$ cat config.mk
export PLATFORM = sky130hd
export DESIGN_NAME = i_imm_sequencer
export DESIGN_NICKNAME = d
export VERILOG_FILES = /design/src/rtl/imm_pkg.sv /design/src/rtl/i_imm_decode.sv /design/src/rtl/i_imm_sequencer.sv
export SDC_FILE = /design/constraint.sdc
export NUM_CORES = 1
export LEC_CHECK = 0
export ABC_CLOCK_PERIOD_IN_PS = 2700
export CAP_MARGIN = 20
export CORE_ASPECT_RATIO = 1.25
export CORE_MARGIN = 1.5
export CORE_UTILIZATION = 45
export DETAILED_ROUTE_END_ITERATION = 10
export PLACE_DENSITY_LB_ADDON = 0.05
export SETUP_SLACK_MARGIN = 0.4
export SLEW_MARGIN = 0
export SYNTH_ARGS = -nofsm -noshare
export SYNTH_HDL_FRONTEND = slang
export SYNTH_SLANG_ARGS = --single-unit
$ cat constraint.sdc
create_clock -name clock -period 2.7 [get_ports clock]
set_input_delay 0.675 -clock clock [delete_from_list [all_inputs] [get_ports clock]]
set_output_delay 0.675 -clock clock [all_outputs]
set_load 0.01 [all_outputs]
$ cat src/rtl/imm_pkg.sv
// Shared constants for the immediate-class decoder: ALU function selects,
// opcodes, FSM encoding and control-word packing.
package imm_pkg;

  // Control-word geometry
  localparam int CW_W   = 29;
  localparam int PSEL_W = 2;
  localparam int REG_W  = 5;
  localparam int FSEL_W = 5;
  localparam int DSEL_W = 2;

  localparam logic [CW_W-1:0] CW_NOP = '0;

  // ALU function selects
  localparam logic [FSEL_W-1:0] FSEL_AND = 5'b00000;
  localparam logic [FSEL_W-1:0] FSEL_ORR = 5'b00100;
  localparam logic [FSEL_W-1:0] FSEL_EOR = 5'b01100;
  localparam logic [FSEL_W-1:0] FSEL_ADD = 5'b01000;
  localparam logic [FSEL_W-1:0] FSEL_SUB = 5'b01001;

  // 10-bit opcodes, instruction bits [31:22]
  localparam logic [9:0] OP_ADDI  = 10'b1001000100;
  localparam logic [9:0] OP_ADDIS = 10'b1011000100;
  localparam logic [9:0] OP_SUBI  = 10'b1101000100;
  localparam logic [9:0] OP_SUBIS = 10'b1111000100;
  localparam logic [9:0] OP_ANDI  = 10'b1001001000;
  localparam logic [9:0] OP_ANDIS = 10'b1111001000;
  localparam logic [9:0] OP_ORRI  = 10'b1011001000;
  localparam logic [9:0] OP_EORI  = 10'b1101001000;

  // 9-bit wide-move opcodes, instruction bits [31:23]
  localparam logic [8:0] OP9_MOVZ = 9'b110100101;
  localparam logic [8:0] OP9_MOVK = 9'b111100101;

  // Fixed field values
  localparam logic [PSEL_W-1:0] PSEL_HOLD  = 2'b00;
  localparam logic [PSEL_W-1:0] PSEL_FINAL = 2'b01;
  localparam logic [DSEL_W-1:0] DSEL_ALU   = 2'b01;
  localparam logic [REG_W-1:0]  XZR        = 5'd31;

  typedef enum logic [1:0] {
    ST_IDLE      = 2'b00,
    ST_EXEC      = 2'b01,
    ST_MOVK_MASK = 2'b10
  } state_t;

  // Pack the variable fields; SB, ramW, Dsel, Bsel and PCsel are constant
  // for every immediate-class instruction.
  function automatic logic [CW_W-1:0] make_cw(
    input logic [PSEL_W-1:0] psel,
    input logic [REG_W-1:0]  da,
    input logic [REG_W-1:0]  sa,
    input logic [FSEL_W-1:0] fsel,
    input logic              regw,
    input logic              sl
  );
    return {psel, da, sa, {REG_W{1'b0}}, fsel, regw, 1'b0, DSEL_ALU, 1'b1, 1'b0, sl};
  endfunction

endpackage

$ cat src/rtl/i_imm_decode.sv
// Combinational decode of one immediate-class instruction step into a
// control word and K. step=0 is the first (or only) step; step=1 is the
// MOVK merge step.
module i_imm_decode
  import imm_pkg::*;
#(
  parameter int DATA_WIDTH = 64
) (
  input  logic [31:0]           instruction,
  input  logic                  step,
  output logic [CW_W-1:0]       controlWord,
  output logic [DATA_WIDTH-1:0] K,
  output logic                  is_movk,
  output logic                  illegal
);

  logic [9:0]            w_op10;
  logic [8:0]            w_op9;
  logic [REG_W-1:0]      w_rd;
  logic [REG_W-1:0]      w_rn;
  logic [1:0]            w_hw;
  logic [5:0]            w_shamt;
  logic                  w_hw_bad;
  logic [DATA_WIDTH-1:0] w_imm12_ext;
  logic [DATA_WIDTH-1:0] w_imm16_sh;
  logic [DATA_WIDTH-1:0] w_mask;

  assign w_op10      = instruction[31:22];
  assign w_op9       = instruction[31:23];
  assign w_rd        = instruction[4:0];
  assign w_rn        = instruction[9:5];
  assign w_hw        = instruction[22:21];
  assign w_shamt     = {w_hw, 4'b0000};
  // Only a 32-bit datapath can have a halfword slot that does not exist.
  assign w_hw_bad    = (DATA_WIDTH == 32) && w_hw[1];
  assign w_imm12_ext = DATA_WIDTH'(instruction[21:10]);
  assign w_imm16_sh  = DATA_WIDTH'(instruction[20:5]) << w_shamt;
  assign w_mask      = ~(DATA_WIDTH'(16'hFFFF) << w_shamt);

  // Opcode decode; anything unrecognised falls through as illegal with a NOP word
  always_comb begin
    controlWord = CW_NOP;
    K           = '0;
    is_movk     = 1'b0;
    illegal     = 1'b0;
    if (w_op9 == OP9_MOVZ) begin
      if (w_hw_bad) begin
        illegal = 1'b1;
      end else begin
        controlWord = make_cw(PSEL_FINAL, w_rd, XZR, FSEL_ORR, 1'b1, 1'b0);
        K           = w_imm16_sh;
      end
    end else if (w_op9 == OP9_MOVK) begin
      if (w_hw_bad) begin
        illegal = 1'b1;
      end else begin
        is_movk = 1'b1;
        if (!step) begin
          controlWord = make_cw(PSEL_HOLD, w_rd, w_rd, FSEL_AND, 1'b1, 1'b0);
          K           = w_mask;
        end else begin
          controlWord = make_cw(PSEL_FINAL, w_rd, w_rd, FSEL_ORR, 1'b1, 1'b0);
          K           = w_imm16_sh;
        end
      end
    end else begin
      K = w_imm12_ext;
      case (w_op10)
        OP_ADDI:  controlWord = make_cw(PSEL_FINAL, w_rd, w_rn, FSEL_ADD, 1'b1, 1'b0);
        OP_ADDIS: controlWord = make_cw(PSEL_FINAL, w_rd, w_rn, FSEL_ADD, 1'b1, 1'b1);
        OP_SUBI:  controlWord = make_cw(PSEL_FINAL, w_rd, w_rn, FSEL_SUB, 1'b1, 1'b0);
        OP_SUBIS: controlWord = make_cw(PSEL_FINAL, w_rd, w_rn, FSEL_SUB, 1'b1, 1'b1);
        OP_ANDI:  controlWord = make_cw(PSEL_FINAL, w_rd, w_rn, FSEL_AND, 1'b1, 1'b0);
        OP_ANDIS: controlWord = make_cw(PSEL_FINAL, w_rd, w_rn, FSEL_AND, 1'b1, 1'b1);
        OP_ORRI:  controlWord = make_cw(PSEL_FINAL, w_rd, w_rn, FSEL_ORR, 1'b1, 1'b0);
        OP_EORI:  controlWord = make_cw(PSEL_FINAL, w_rd, w_rn, FSEL_EOR, 1'b1, 1'b0);
        default: begin
          K       = '0;
          illegal = 1'b1;
        end
      endcase
    end
  end

endmodule

$ cat src/rtl/i_imm_sequencer.sv
// Clocked immediate-class sequencer: accepts one instruction per cycle,
// issues one registered control word (two for MOVK: mask then merge).
module i_imm_sequencer
  import imm_pkg::*;
#(
  parameter int DATA_WIDTH = 64
) (
  input  logic                  clock,
  input  logic                  reset,
  input  logic [31:0]           instruction,
  input  logic                  instr_valid,
  output logic                  instr_ready,
  output logic [CW_W-1:0]       controlWord,
  output logic [DATA_WIDTH-1:0] K,
  output logic                  cw_valid,
  output logic                  illegal,
  output logic [1:0]            state
);

  state_t                r_state;
  state_t                w_next_state;
  logic [31:0]           r_instr;
  logic [CW_W-1:0]       r_cw_p1;
  logic [DATA_WIDTH-1:0] r_k_p1;
  logic                  r_vld_p1;
  logic                  r_ill_p1;

  logic                  w_accept;
  logic                  w_step;
  logic [31:0]           w_dec_instr;
  logic [CW_W-1:0]       w_dec_cw;
  logic [DATA_WIDTH-1:0] w_dec_k;
  logic                  w_dec_is_movk;
  logic                  w_dec_illegal;
  logic [CW_W-1:0]       w_next_cw;
  logic [DATA_WIDTH-1:0] w_next_k;
  logic                  w_next_vld;
  logic                  w_next_ill;

  assign instr_ready = reset && (r_state != ST_MOVK_MASK);
  assign w_accept    = instr_valid && instr_ready;
  // During the mask cycle the held MOVK is re-decoded for its merge step.
  assign w_step      = (r_state == ST_MOVK_MASK);
  assign w_dec_instr = w_step ? r_instr : instruction;

  i_imm_decode #(.DATA_WIDTH(DATA_WIDTH)) u_decode (
    .instruction (w_dec_instr),
    .step        (w_step),
    .controlWord (w_dec_cw),
    .K           (w_dec_k),
    .is_movk     (w_dec_is_movk),
    .illegal     (w_dec_illegal)
  );

  // Hold the accepted instruction so the MOVK merge step can be decoded later
  always_ff @(posedge clock) begin
    if (w_accept) r_instr <= instruction;
  end

  // Next state and next registered outputs; default is an idle NOP cycle
  always_comb begin
    w_next_state = ST_IDLE;
    w_next_cw    = CW_NOP;
    w_next_k     = '0;
    w_next_vld   = 1'b0;
    w_next_ill   = 1'b0;
    if (r_state == ST_MOVK_MASK) begin
      w_next_state = ST_EXEC;
      w_next_cw    = w_dec_cw;
      w_next_k     = w_dec_k;
      w_next_vld   = 1'b1;
    end else if (w_accept) begin
      if (w_dec_illegal) begin
        w_next_ill = 1'b1;
      end else begin
        w_next_state = w_dec_is_movk ? ST_MOVK_MASK : ST_EXEC;
        w_next_cw    = w_dec_cw;
        w_next_k     = w_dec_k;
        w_next_vld   = 1'b1;
      end
    end
  end

  // ---- stage p1: state and output registers ----
  always_ff @(posedge clock) begin
    if (!reset) begin
      r_state  <= ST_IDLE;
      r_cw_p1  <= CW_NOP;
      r_k_p1   <= '0;
      r_vld_p1 <= 1'b0;
      r_ill_p1 <= 1'b0;
    end else begin
      r_state  <= w_next_state;
      r_cw_p1  <= w_next_cw;
      r_k_p1   <= w_next_k;
      r_vld_p1 <= w_next_vld;
      r_ill_p1 <= w_next_ill;
    end
  end

  assign controlWord = r_cw_p1;
  assign K           = r_k_p1;
  assign cw_valid    = r_vld_p1;
  assign illegal     = r_ill_p1;
  assign state       = r_state;

endmodule
Word level (Yosys, flattened, before mapping)

Index checks and enable logic that the tools add are counted.
W data, S select, Z words.

Flip-flop bits (word level): 129
Bits of input ports: 35

Equal/unequal tests: 12
Shifts and indexed selects: 2
Mux-type cells: 28
Bitwise operators: 3
Reduce and logical (&&, ||, !) cells: 5

Operator list:

| cell                    | count |
|---|---|
| $mux W64                | 6 |
| $pmux W28 S8            | 1 |
| $mux W29                | 5 |
| $eq A10 B10 Y1 const B  | 8 |
| $not A64 Y64            | 1 |
| $shl A16 B6 Y64         | 1 |
| $shl A16 B6 Y64 const A | 1 |
| $mux W32                | 1 |
| $mux W28                | 1 |
| $eq A9 B9 Y1 const B    | 2 |
| $mux W1                 | 12 |
| $mux W12                | 1 |
| $reduce_or A8 Y1        | 1 |
| $reduce_or A4 Y1        | 1 |
| $reduce_or A3 Y1        | 1 |
| $eq A2 B2 Y1 const B    | 1 |
| $logic_and A1 B1 Y1     | 2 |
| $mux W2                 | 1 |
| $ne A2 B2 Y1 const B    | 1 |
| $not A1 Y1              | 2 |

Logic depth before layout (Yosys ltp)

Gate-level depths: netlist of the first run.

Depth in word-level cells: 10
Depth in mapped cells: 9
Mapped depth without buffers: 5

Cells and area by module

Synthesis of the first run repeated with hierarchy kept, for this count alone.

Cell total of the unflattened synthesis: 619
Area, all modules: 5677.9 um^2

Modules (own cells, without submodules):

| module          | instances | cells an instance | area each (um^2) | seq. area each (um^2) |
|---|---|---|---|---|
| i_imm_sequencer | 1         | 393               | 4495.6           | 2902.8 |
| i_imm_decode    | 1         | 226               | 1182.4           | 0.0 |

Least setup slack after synthesis of the first run

No wires, ideal clock.

Kind: reg2reg
From: reg r_state[0] (netlist: state[0])
To: reg r_instr[0], enable pin
Setup time: 0.393 ns
Data arrival time: 1.971 ns
Data required time: 2.307 ns
Slack: 0.336 ns
Stages on the path, launching flop included: 6
Path buffers: 3
Cells stage by stage: dfxtp_1 > nand2b_1 > buf_6 > buf_6 > buf_2 > and3_1

Cells in the longest elaborated chain, start to end: 3

RTL lines:

| item                     | RTL line              | RTL |
|---|---|---|
| start: declaration       | i_imm_sequencer.sv:20 | `state_t r_state;` |
| start signal: assignment | i_imm_sequencer.sv:93 | `r_state <= w_next_state;` |
| $ne A2 B2 Y1             | i_imm_sequencer.sv:40 | `assign instr_ready = reset && (r_state != ST_MOVK_MASK);` |
| $logic_and A1 B1 Y1      | i_imm_sequencer.sv:40 |  |
| $logic_and A1 B1 Y1      | i_imm_sequencer.sv:41 | `assign w_accept = instr_valid && instr_ready;` |
| net w_accept             | i_imm_sequencer.sv:28 | `logic w_accept;` |
| end signal: assignment   | i_imm_sequencer.sv:57 | `if (w_accept) r_instr <= instruction;` |
| end: declaration         | i_imm_sequencer.sv:22 | `logic [31:0] r_instr;` |

The timed path passes the listed nets, and every way through them passes these cells.
A chain may end at the register's enable or synchronous reset.

Worst setup path after layout of the first run

From: in instruction[22]
To: reg r_k_p1[1] (netlist: K[1])

Cells in the longest elaborated chain, start to end: 9

RTL lines:

| item                                                     | RTL line                               | RTL |
|---|---|---|
| start: declaration                                       | i_imm_sequencer.sv:10                  | `input logic [31:0] instruction,` |
| $mux W32 *                                               | i_imm_sequencer.sv:44                  | `assign w_dec_instr = w_step ? r_instr : instruction;` |
| $shl A16 B6 Y64 / $eq A10 B10 Y1 (equally long branches) | i_imm_decode.sv:38, i_imm_decode.sv:68 |  |
| $not A64 Y64 / $reduce_or A8 Y1 (equally long branches)  | -                                      |  |
| $mux W64, or another cell as far along                   | i_imm_decode.sv:58                     | `if (!step) begin` |
| $mux W64 / $mux W1 (equally long branches)               | i_imm_decode.sv:53                     | `end else if (w_op9 == OP9_MOVK) begin` |
| $mux W64 / $mux W1 (equally long branches)               | i_imm_decode.sv:46                     | `if (w_op9 == OP9_MOVZ) begin` |
| $mux W64                                                 | i_imm_sequencer.sv:73                  | `if (w_dec_illegal) begin` |
| $mux W64                                                 | i_imm_sequencer.sv:72                  | `end else if (w_accept) begin` |
| $mux W64 *                                               | i_imm_sequencer.sv:67                  | `if (r_state == ST_MOVK_MASK) begin` |
| end signal: assignment                                   | i_imm_sequencer.sv:95                  | `r_k_p1 <= w_next_k;` |
| end: declaration                                         | i_imm_sequencer.sv:24                  | `logic [DATA_WIDTH-1:0] r_k_p1;` |

Every way passes the cells marked *; elsewhere a longest branch is shown, timed or not.

==> flow_summary.toml, run 1 <==
[global_routing]
grt_max_degree = 38
grt_pass1_vias = 4084
grt_antenna_before_repair = 0
grt.overflow.total = 0
grt_pass1_wl_um = 20600
track_usage_pct = 24.2

[detailed_routing]
dr.pass1.iters = 8
wl_per_cell_um = 17.4
wl_um = 13300
drt_iter0_markers = 238
vias = 4192
viasPerCell = 5.48
drc = 0
postRouteAntennaNets = 0

[sta]
final.min_clock_period_ns = 2.26
fmax_ghz = 0.442
grt_setup_unrepaired = "true"
setup_tns_ns = 0
worst_pin_slew_ns = 0.529
hold_viol = 0
finalSetupViolations = 0
slew_violations = 0
whs_ns = 0.532
fin_crit_sh_pct = 83.8
skew_ns = 0.00825
max_slew_margin_pct = 64.6

[critical_path]
worst_setup_path_start_kind = "primary input"
r2r-start = "state[1]"
cp_common_cell = "buf_4"
required_ns = 2.97
arrival_ns = 2.54
cpPeakStageDelay_ns = 0.42
crit_type = "primary input to register"
worst_path_max_delay_cell = "clkdlybuf4s50_1"
critPathCaptureType = "register"
crit_fanout = 8
critPathLaunch = "instruction[22]"
path_cells = "clkdlybuf4s50_1 > buf_4 > nor3_2 > a21o_1 > buf_4 > a21oi_1 > a2111oi_0"

[yosys]
avgSynthCellArea_um2 = 10.0
synth_ff_type = "dfxtp_1"
ys_types = 57
syn_inst = 483
synth_edf_count = 32
synth.yosys.seq_area_share_pct = 54.7
synth-seq-cells = 116
yosys_warnings = 0
async_reset_ff_share_pct = 0
syn-cell-area_um2 = 4830

[cells_and_area]
nNetsFinal = 655
n_fill_cell = 856
multi_input_area_um2 = 2000
post-route-util_pct = 66.6
final_cell_area_um2 = 7000
syn_to_final_growth_pct = 44.8
regArea_um2 = 2640
instances_no_fill = 765
drive_above_1_share_pct = 16.3
n_antenna_cell = 0

[cts]
numCtsBuffers = 17
clock_path_buffers = 2
clk_pin_slew_ns = 0.06
root_buffer = "clkbuf_16"
hold_buffers = 0
clock_latency_ns = 0.41
cts.sinks = 116
cts_tree = "done"
htreeDepth = 4

[floorplanning]
num_rows = 42
initial_core_util_pct = 46.0
dieWidth_um = 95.7
ios = 133
die_y_um = 119
die_area_um2 = 11400
core_area_um2 = 10500

[hold_path]
min_path_type = "register to register"
worstHoldStart = "r_instr[3]"

[place]
numPortBuffers = 121
placed_area_um2 = 6290
dp_hpwl_um = 9210
dp.cells = 731
place_congestion = 0.895

[power_and_ir_drop]
p_comb_share_pct = 6.2
intPower_mw = 3.41
p_switching_mw = 0.960
clkPwrFrac_pct = 52.1
leakage_nw = 2.60
powerDensity_nw_per_um2 = 624
max-vdd-ir-drop_v = 0.000422
pwr-share-seq_pct = 41.8
p_sw_share_pct = 22.0

[status]
outcome = "finished clean"

[run]
max_cap_viol_count = 0
## cells in the final DEF, fill, tap and decap left out, drive strengths merged, types with 8 or more instances in the layout
master,count
clkdlybuf4s50,116
a21oi,72
inv,11
a32oi,15
a2111oi,12
nor2,49
clkbuf,25
conb,11
a211oi,12
buf,34
nand2,66
nand2b,14
edfxtp,32
o21ai,8
dfxtp,84
## power by group through the flow
stage               logic (mW)  clock network (mW)  registers, mW
global placement         0.257                   0           1.86
finish                   0.270                2.28           1.83
floorplan                0.140                   0           1.86
detailed placement       0.261                   0           1.86
CTS                      0.265                2.29           1.82
global route             0.291                2.38           1.83
## flip-flops by register name, summed over array words and instances (netlist names)
signal	count
controlWord	16
r_instr	32
cw_valid	1
state	2
illegal	1
K	64
## cells in the mapped netlist (2+ instances only)
cell type | n | area (µm²)
a2111oi_1 | 3 | 30.0
clkbuf_1 | 12 | 45.0
a22oi_1 | 6 | 45.0
a31oi_1 | 3 | 18.8
mux2_2 | 5 | 56.3
a211oi_2 | 2 | 25.0
nor3b_1 | 3 | 22.5
buf_6 | 5 | 56.3
a32oi_1 | 14 | 123
dfxtp_1 | 84 | 1680
inv_1 | 6 | 22.5
mux2i_1 | 7 | 70.1
nor2b_1 | 2 | 12.5
nand2b_1 | 14 | 87.6
a211oi_1 | 10 | 75.1
nor2_1 | 48 | 180
nor3_1 | 2 | 10.0
o32a_1 | 4 | 40.0
and3_1 | 3 | 18.8
buf_4 | 14 | 105
a21oi_1 | 71 | 355
buf_1 | 4 | 15.0
edfxtp_1 | 32 | 961
a21boi_0 | 2 | 15.0
a2111oi_0 | 2 | 17.5
nand2_1 | 66 | 248
a2111oi_2 | 7 | 105
o21ai_0 | 3 | 15.0
buf_2 | 13 | 65.1
a221oi_1 | 2 | 17.5
nand3_1 | 4 | 20.0
o21ai_1 | 3 | 15.0
nand4_2 | 2 | 25.0
xor2_1 | 2 | 17.5
## kinds of logic (layout without fill, tap and decap cells)
family	after synthesis	count (layout)	share of synthesized area [%]
flip-flops	116	116	54.7
AO/OA/AOI/OAI	141	142	20.7
XOR/XNOR	2	2	0.362
AND/OR/NAND/NOR	155	155	14.8
multiplexers	13	13	2.92
other	1	11	0.0776
buffers and inverters	55	194	6.47
## cell type report
class                      count  share of cell area (%)
multi-input combinational    323                    28.5
tap                          132                    2.36
clock buffer                  24                    7.65
inverter                       7                   0.375
sequential                   116                    37.8
clock inverter                 8                    1.13
timing repair buffer         155                    22.2
## final timing paths
kind | slack, ns | cells after the start | to
max | 0.44 | 7 | K[1]
min | 0.53 | 2 | controlWord[25]
max reg2reg | 0.49 | 6 | K[12]
min reg2reg | 0.53 | 2 | controlWord[25]
## critical path: cells and delay by family
kind	cells	cell delay, ns
AOI/OAI and AO/OA	3	0.75
buffers and inverters	3	0.77
and+or+nand+nor	1	0.33
## layer usage
layer | GRT usage [%] | wire length [µm] | share of wire (%)
met1 | 28.2 | 5200 | 39
met4 | 11.1 | 373 | 2.8
met2 | 40.9 | 6850 | 52
met5 | 0 | 0 | 0
met3 | 5.87 | 849 | 6.4
## per-stage QoR
stage	power [mW]	worst slack, ns
2_1_floorplan	2.00	0.561
5_1_grt	4.50	0.388
6_report	4.37	0.439
3_5_place_dp	2.12	-0.134
4_1_cts	4.38	0.349
3_3_place_gp	2.12	-0.117
## repair_timing
action / CTS / global route
setup buffers: 1 / 0
endpoints found under the setup margin: 21 / 59
cloned: 1 / 0
pin swaps: 5 / 3
gates resized for setup: 13 / 14
(Power assumes the default switching activity.)
==> run 2, diff against run 1 <==
--- a/config.mk
+++ b/config.mk
@@ -5,7 +5,7 @@
 export SDC_FILE = /design/constraint.sdc
 export NUM_CORES = 1
 export LEC_CHECK = 0
-export ABC_CLOCK_PERIOD_IN_PS = 2700
+export ABC_CLOCK_PERIOD_IN_PS = 2100
 export CAP_MARGIN = 20
 export CORE_ASPECT_RATIO = 1.25
 export CORE_MARGIN = 1.5
==> constraint.sdc (replaced) <==
create_clock -name clock -period 2.1 [get_ports clock]
set_input_delay 0.525 -clock clock [delete_from_list [all_inputs] [get_ports clock]]
set_output_delay 0.525 -clock clock [all_outputs]
set_load 0.01 [all_outputs]
==> run 2 against run 1 <==
Sequential cell count unchanged; global-route usage up 4.6 points; sequential share of layout area down 5.6 points; die area unchanged; total power up 29%; routed wire length up 22%; register-to-register slack worse by 0.38 ns; non-clock buffer count up 49; critical path depth up 2; largest power group unchanged; critical path type is now register to register; combinational power up 72%; clock-buffer cell count down 4.
==> flow_summary.toml, run 2 (synthesis results as in run 1) <==
[status]
outcome = "finished clean"

[cts]
clock_latency_ns = 0.42
htreeDepth = 4
cts.sinks = 116
numCtsBuffers = 17
root_buffer = "clkbuf_16"
clk_pin_slew_ns = 0.06
cts_tree = "done"
clock_path_buffers = 2

[sta]
final.min_clock_period_ns = 1.99
worst_pin_slew_ns = 0.545
fmax_ghz = 0.501
grt_setup_unrepaired = "true"
max_slew_margin_pct = 63.7
slew_violations = 0
fin_crit_sh_pct = 95.0
hold_viol = 0
finalSetupViolations = 0
setup_tns_ns = 0
skew_ns = 0.00909

[cells_and_area]
n_antenna_cell = 0
largest_register_ffs = 64
final_common_cell = "dlygate4sd2_1"
nNetsFinal = 705
syn_to_final_growth_pct = 70.5
layout_common_cells = "95 x dlygate4sd2_1, 82 x dfxtp_1, 61 x nand2_1"
drive_above_1_share_pct = 36.6
post-route-util_pct = 78.4

[global_routing]
grt.overflow.total = 0
grt_antenna_before_repair = 0
grt_max_degree = 37
grt_pass1_vias = 4406
grt_pass1_wl_um = 23900
track_usage_pct = 28.7

[power_and_ir_drop]
powerDensity_nw_per_um2 = 684
leakage_nw = 3.46
max-vdd-ir-drop_v = 0.000520

[hold_path]
min_path_type = "primary input to register"
hold_depth = 1

[detailed_routing]
postRouteAntennaNets = 0
drt_iter0_markers = 197
dr.pass1.iters = 5
wl_um = 16200
vias = 4513
wl_per_cell_um = 19.8
viasPerCell = 5.54
drc = 0

[critical_path]
required_ns = 2.37
crit_type = "register to register"
worst_setup_path_start_kind = "register"
crit_fanout = 7
critPathCaptureType = "register"
arrival_ns = 2.27
reg2reg_depth = 9

[floorplanning]
dieWidth_um = 95.7
die_area_um2 = 11400
initial_core_util_pct = 46.0
core_area_um2 = 10500
ios = 133
num_rows = 42
die_y_um = 119

[run]
max_cap_viol_count = 0

[place]
place_congestion = 0.845
numPortBuffers = 121
dp_hpwl_um = 9310
[run 2: through the flow]
step / hold WS, ns / power [mW] / cells / cell area [µm²] / setup slack, ns
CTS: 0.421 / 5.58 / 809 / 7890 / 0.161
detailed placement: 0.492 / 2.75 / 741 / 6580 / -0.612
global route: 0.446 / 5.79 / 815 / 8240 / 0.00172
finish: 0.431 / 5.64 / 815 / 8240 / 0.105
global placement: 0.488 / 2.75 / 741 / 6580 / -0.512
floorplan: 0.472 / 2.58 / 493 / 5080 / 0.272
[run 2: worst max-delay path, cell delays in order (launching register included)]
cell	delay, ns
dfxtp_4	0.39
buf_12	0.11
nand2b_4	0.11
buf_6	0.14
a32oi_4	0.28
nor2_4	0.08
o21ai_4	0.38
buf_12	0.17
buf_16	0.12
a221oi_2	0.05
[run 2: routing by layer]
| layer | GRT usage [%] | part of all wire [%] | vias up |
|---|---|---|---|
| li1 | - | - | 2113 |
| met2 | 48.0 | 52 | 184 |
| met4 | 14.9 | 3.7 | 0 |
| met1 | 33.5 | 38 | 2176 |
| met5 | 0 | 0 | - |
| met3 | 6.70 | 5.5 | 40 |
[run 2: what timing repair did]
item                                    in CTS  in global routing
gates resized for setup                    190                 70
hold endpoints to repair                     0                  0
pin swaps                                   53                 17
cloned                                      10                  2
endpoints found under the setup margin     196                117
setup buffers                               26                  4
hold buffers                                 0                  0
[run 2: area by class of cell]
type / instances / area [µm²]
clock buffers: 20 / 500
clock inverters: 12 / 86.3
fillers: 692 / 2270
inverters: 7 / 26.3
multi-input cells: 324 / 2730
flip-flops and latches: 116 / 2650
well taps: 132 / 165
repair buffers: 204 / 2080
[run 2: power by group]
part / total (mW) / internal [mW] / leakage, nW / switching [mW]
sequential: 2.35 / 2.33 / 0.978 / 0.0165
combinational: 0.464 / 0.189 / 2.19 / 0.275
clock: 2.83 / 1.73 / 0.298 / 1.10
[run 2: worst paths after layout]
kind / end / slack, ns / from
max reg2reg: state[0] / 0.11 / state[1]
min: r_instr[28] / 0.43 / instruction[28]
min reg2reg: controlWord[23] / 0.53 / r_instr[1]
max: state[0] / 0.11 / state[1]
==> run 3, diff against run 2 <==
--- a/config.mk
+++ b/config.mk
@@ -5,12 +5,13 @@
 export SDC_FILE = /design/constraint.sdc
 export NUM_CORES = 1
 export LEC_CHECK = 0
-export ABC_CLOCK_PERIOD_IN_PS = 2100
+export ABC_CLOCK_PERIOD_IN_PS = 2500
 export CAP_MARGIN = 20
 export CORE_ASPECT_RATIO = 1.25
 export CORE_MARGIN = 1.5
 export CORE_UTILIZATION = 45
 export DETAILED_ROUTE_END_ITERATION = 10
+export GPL_TIMING_DRIVEN = 0
 export PLACE_DENSITY_LB_ADDON = 0.05
 export SETUP_SLACK_MARGIN = 0.4
 export SLEW_MARGIN = 0
==> constraint.sdc (replaced) <==
create_clock -name clock -period 2.5 [get_ports clock]
set_input_delay 0.625 -clock clock [delete_from_list [all_inputs] [get_ports clock]]
set_output_delay 0.625 -clock clock [all_outputs]
set_load 0.01 [all_outputs]
==> run 3 against run 2 <==
Largest power group unchanged; global-route usage is 2.4 points lower; register-to-register slack gained 0.32 ns; worst setup slack better by 0.30 ns; routed wire length decreased by 8.6%; hold slack better by 0.088 ns; first-iteration DRC count grew 60%; die area is the same; core utilization decreased by 7.8 points; sequential share of layout area up 3.5 points.
==> flow_summary.toml, run 3 (synthesis results as in run 1) <==
[status]
outcome = "finished clean"

[cts]
cts_tree = "done"
numCtsBuffers = 17
clk_pin_slew_ns = 0.06
cts.sinks = 116
clock_path_buffers = 2
root_buffer = "clkbuf_16"
htreeDepth = 4
clock_latency_ns = 0.41

[critical_path]
arrival_ns = 1.47
path_delay_family = "buffers and inverters"
path_buf_inv = 3
path_cells = "nor2b_2 > buf_6 > clkbuf_8 > nor2_1 > clkbuf_2"
required_ns = 1.88
cpPeakStageDelay_ns = 0.37
worst_path_max_delay_cell = "dfxtp_4"
crit_type = "register to output port"
worst_setup_path_start_kind = "register"
critPathLaunch = "state[1]"
r2r-start = "state[1]"
crit_fanout = 10
critPathCaptureType = "output port"

[hold_path]
min_path_type = "register to register"
worstHoldStart = "r_instr[2]"

[place]
numPortBuffers = 121
dp.cells = 746
dp_hpwl_um = 9890
place_congestion = 0.876
placed_area_um2 = 6250

[power_and_ir_drop]
leakage_nw = 2.75
max-vdd-ir-drop_v = 0.000445
powerDensity_nw_per_um2 = 618

[sta]
skew_ns = 0.00839
fin_crit_sh_pct = 83.8
hold_viol = 0
finalSetupViolations = 0
slew_violations = 0
fmax_ghz = 0.477
setup_tns_ns = 0
max_slew_margin_pct = 36.0
worst_pin_slew_ns = 0.959
grt_setup_unrepaired = "true"
final.min_clock_period_ns = 2.10

[cells_and_area]
largest_register_ffs = 64
regArea_um2 = 2650
layout_common_cells = "110 x clkdlybuf4s50_1, 82 x dfxtp_1, 67 x a21oi_1"
multi_input_area_um2 = 2280
final_common_cell = "clkdlybuf4s50_1"
instances_no_fill = 794
n_fill_cell = 823
nNetsFinal = 684
syn_to_final_growth_pct = 53.5
n_antenna_cell = 0
drive_above_1_share_pct = 23.3
post-route-util_pct = 70.6
final_cell_area_um2 = 7420

[detailed_routing]
wl_um = 14800
viasPerCell = 5.54
dr.pass1.iters = 5
drt_iter0_markers = 315
vias = 4400
wl_per_cell_um = 18.6
postRouteAntennaNets = 0
drc = 0

[global_routing]
track_usage_pct = 26.4
grt_pass1_vias = 4136
grt.overflow.total = 0
grt_pass1_wl_um = 22100
grt_max_degree = 18
grt_antenna_before_repair = 0

[run]
max_cap_viol_count = 0

[floorplanning]
die_area_um2 = 11400
initial_core_util_pct = 46.0
ios = 133
die_y_um = 119
core_area_um2 = 10500
num_rows = 42
dieWidth_um = 95.7
==> run 3: cell types whose count changed in the layout (fill, tap and decap cells not counted), moves of 6 or more <==
cell / previous run / this run
buf_2: 0 / 7
nor2_2: 11 / 2
clkbuf_4: 0 / 6
dlygate4sd2_1: 95 / 6
a21oi_2: 22 / 4
buf_12: 12 / 3
buf_4: 47 / 27
a211oi_1: 0 / 7
nor2_1: 16 / 45
nor2_4: 22 / 2
a211oi_2: 11 / 5
a21oi_1: 47 / 67
clkdlybuf4s50_1: 25 / 110
==> run 3: timing repair <==
action / 4_1_cts / 5_1_grt
setup endpoints to repair: 117 / 78
setup buffers: 12 / 0
hold buffers: 0 / 0
gates resized for setup: 87 / 39
endpoints found under the hold margin: 0 / 0
cloned: 4 / 0
pin swaps: 10 / 9
==> run 3: metal layers <==
metal	vias up	global-route usage (%)	wire length, µm
met3	28	6.26	1050
li1	2061	-	-
met2	225	43.9	7530
met5	-	0	0
met1	2086	31.6	5780
met4	0	11.9	401
==> run 3: final cells by class <==
class	count	share of cell area (%)
flip-flops and latches	116	35.7
multi-input cells	323	30.7
repair buffers	136	18.4
clock buffers	21	6.20
plain buffers	48	5.07
well taps	132	2.23
clock inverters	11	1.31
inverters	7	0.421
==> run 3: final timing paths <==
check,end,slack [ns],depth (start not counted)
min reg2reg,controlWord[24],0.52,2
max,instr_ready,0.40,5
max reg2reg,controlWord[9],0.43,8
min,controlWord[24],0.52,2
==> run 3: per-stage QoR <==
step                setup slack (ns)  hold WS [ns]  total power, mW
floorplan                      0.411         0.472             2.16
global placement              -0.675         0.500             2.28
detailed placement            -0.669         0.497             2.29
CTS                            0.280         0.520             4.58
global route                   0.337         0.527             4.72
finish                         0.404         0.519             4.58
==> run 3: where the power goes <==
part           internal, mW  total (mW)  switching (mW)
registers              1.96        1.97          0.0148
clock network          1.42        2.30           0.874
logic                 0.124       0.316           0.192
total                  3.50        4.58            1.08
==> run 3: worst register-to-register path: stages, from the launching register on <==
cell and delay, ns:
dfxtp_4 0.39, nor2b_2 0.16, buf_6 0.13, buf_12 0.11, nand4_4 0.15, a21oi_4 0.29
o21ai_4 0.18, buf_12 0.20, a221oi_1 0.35
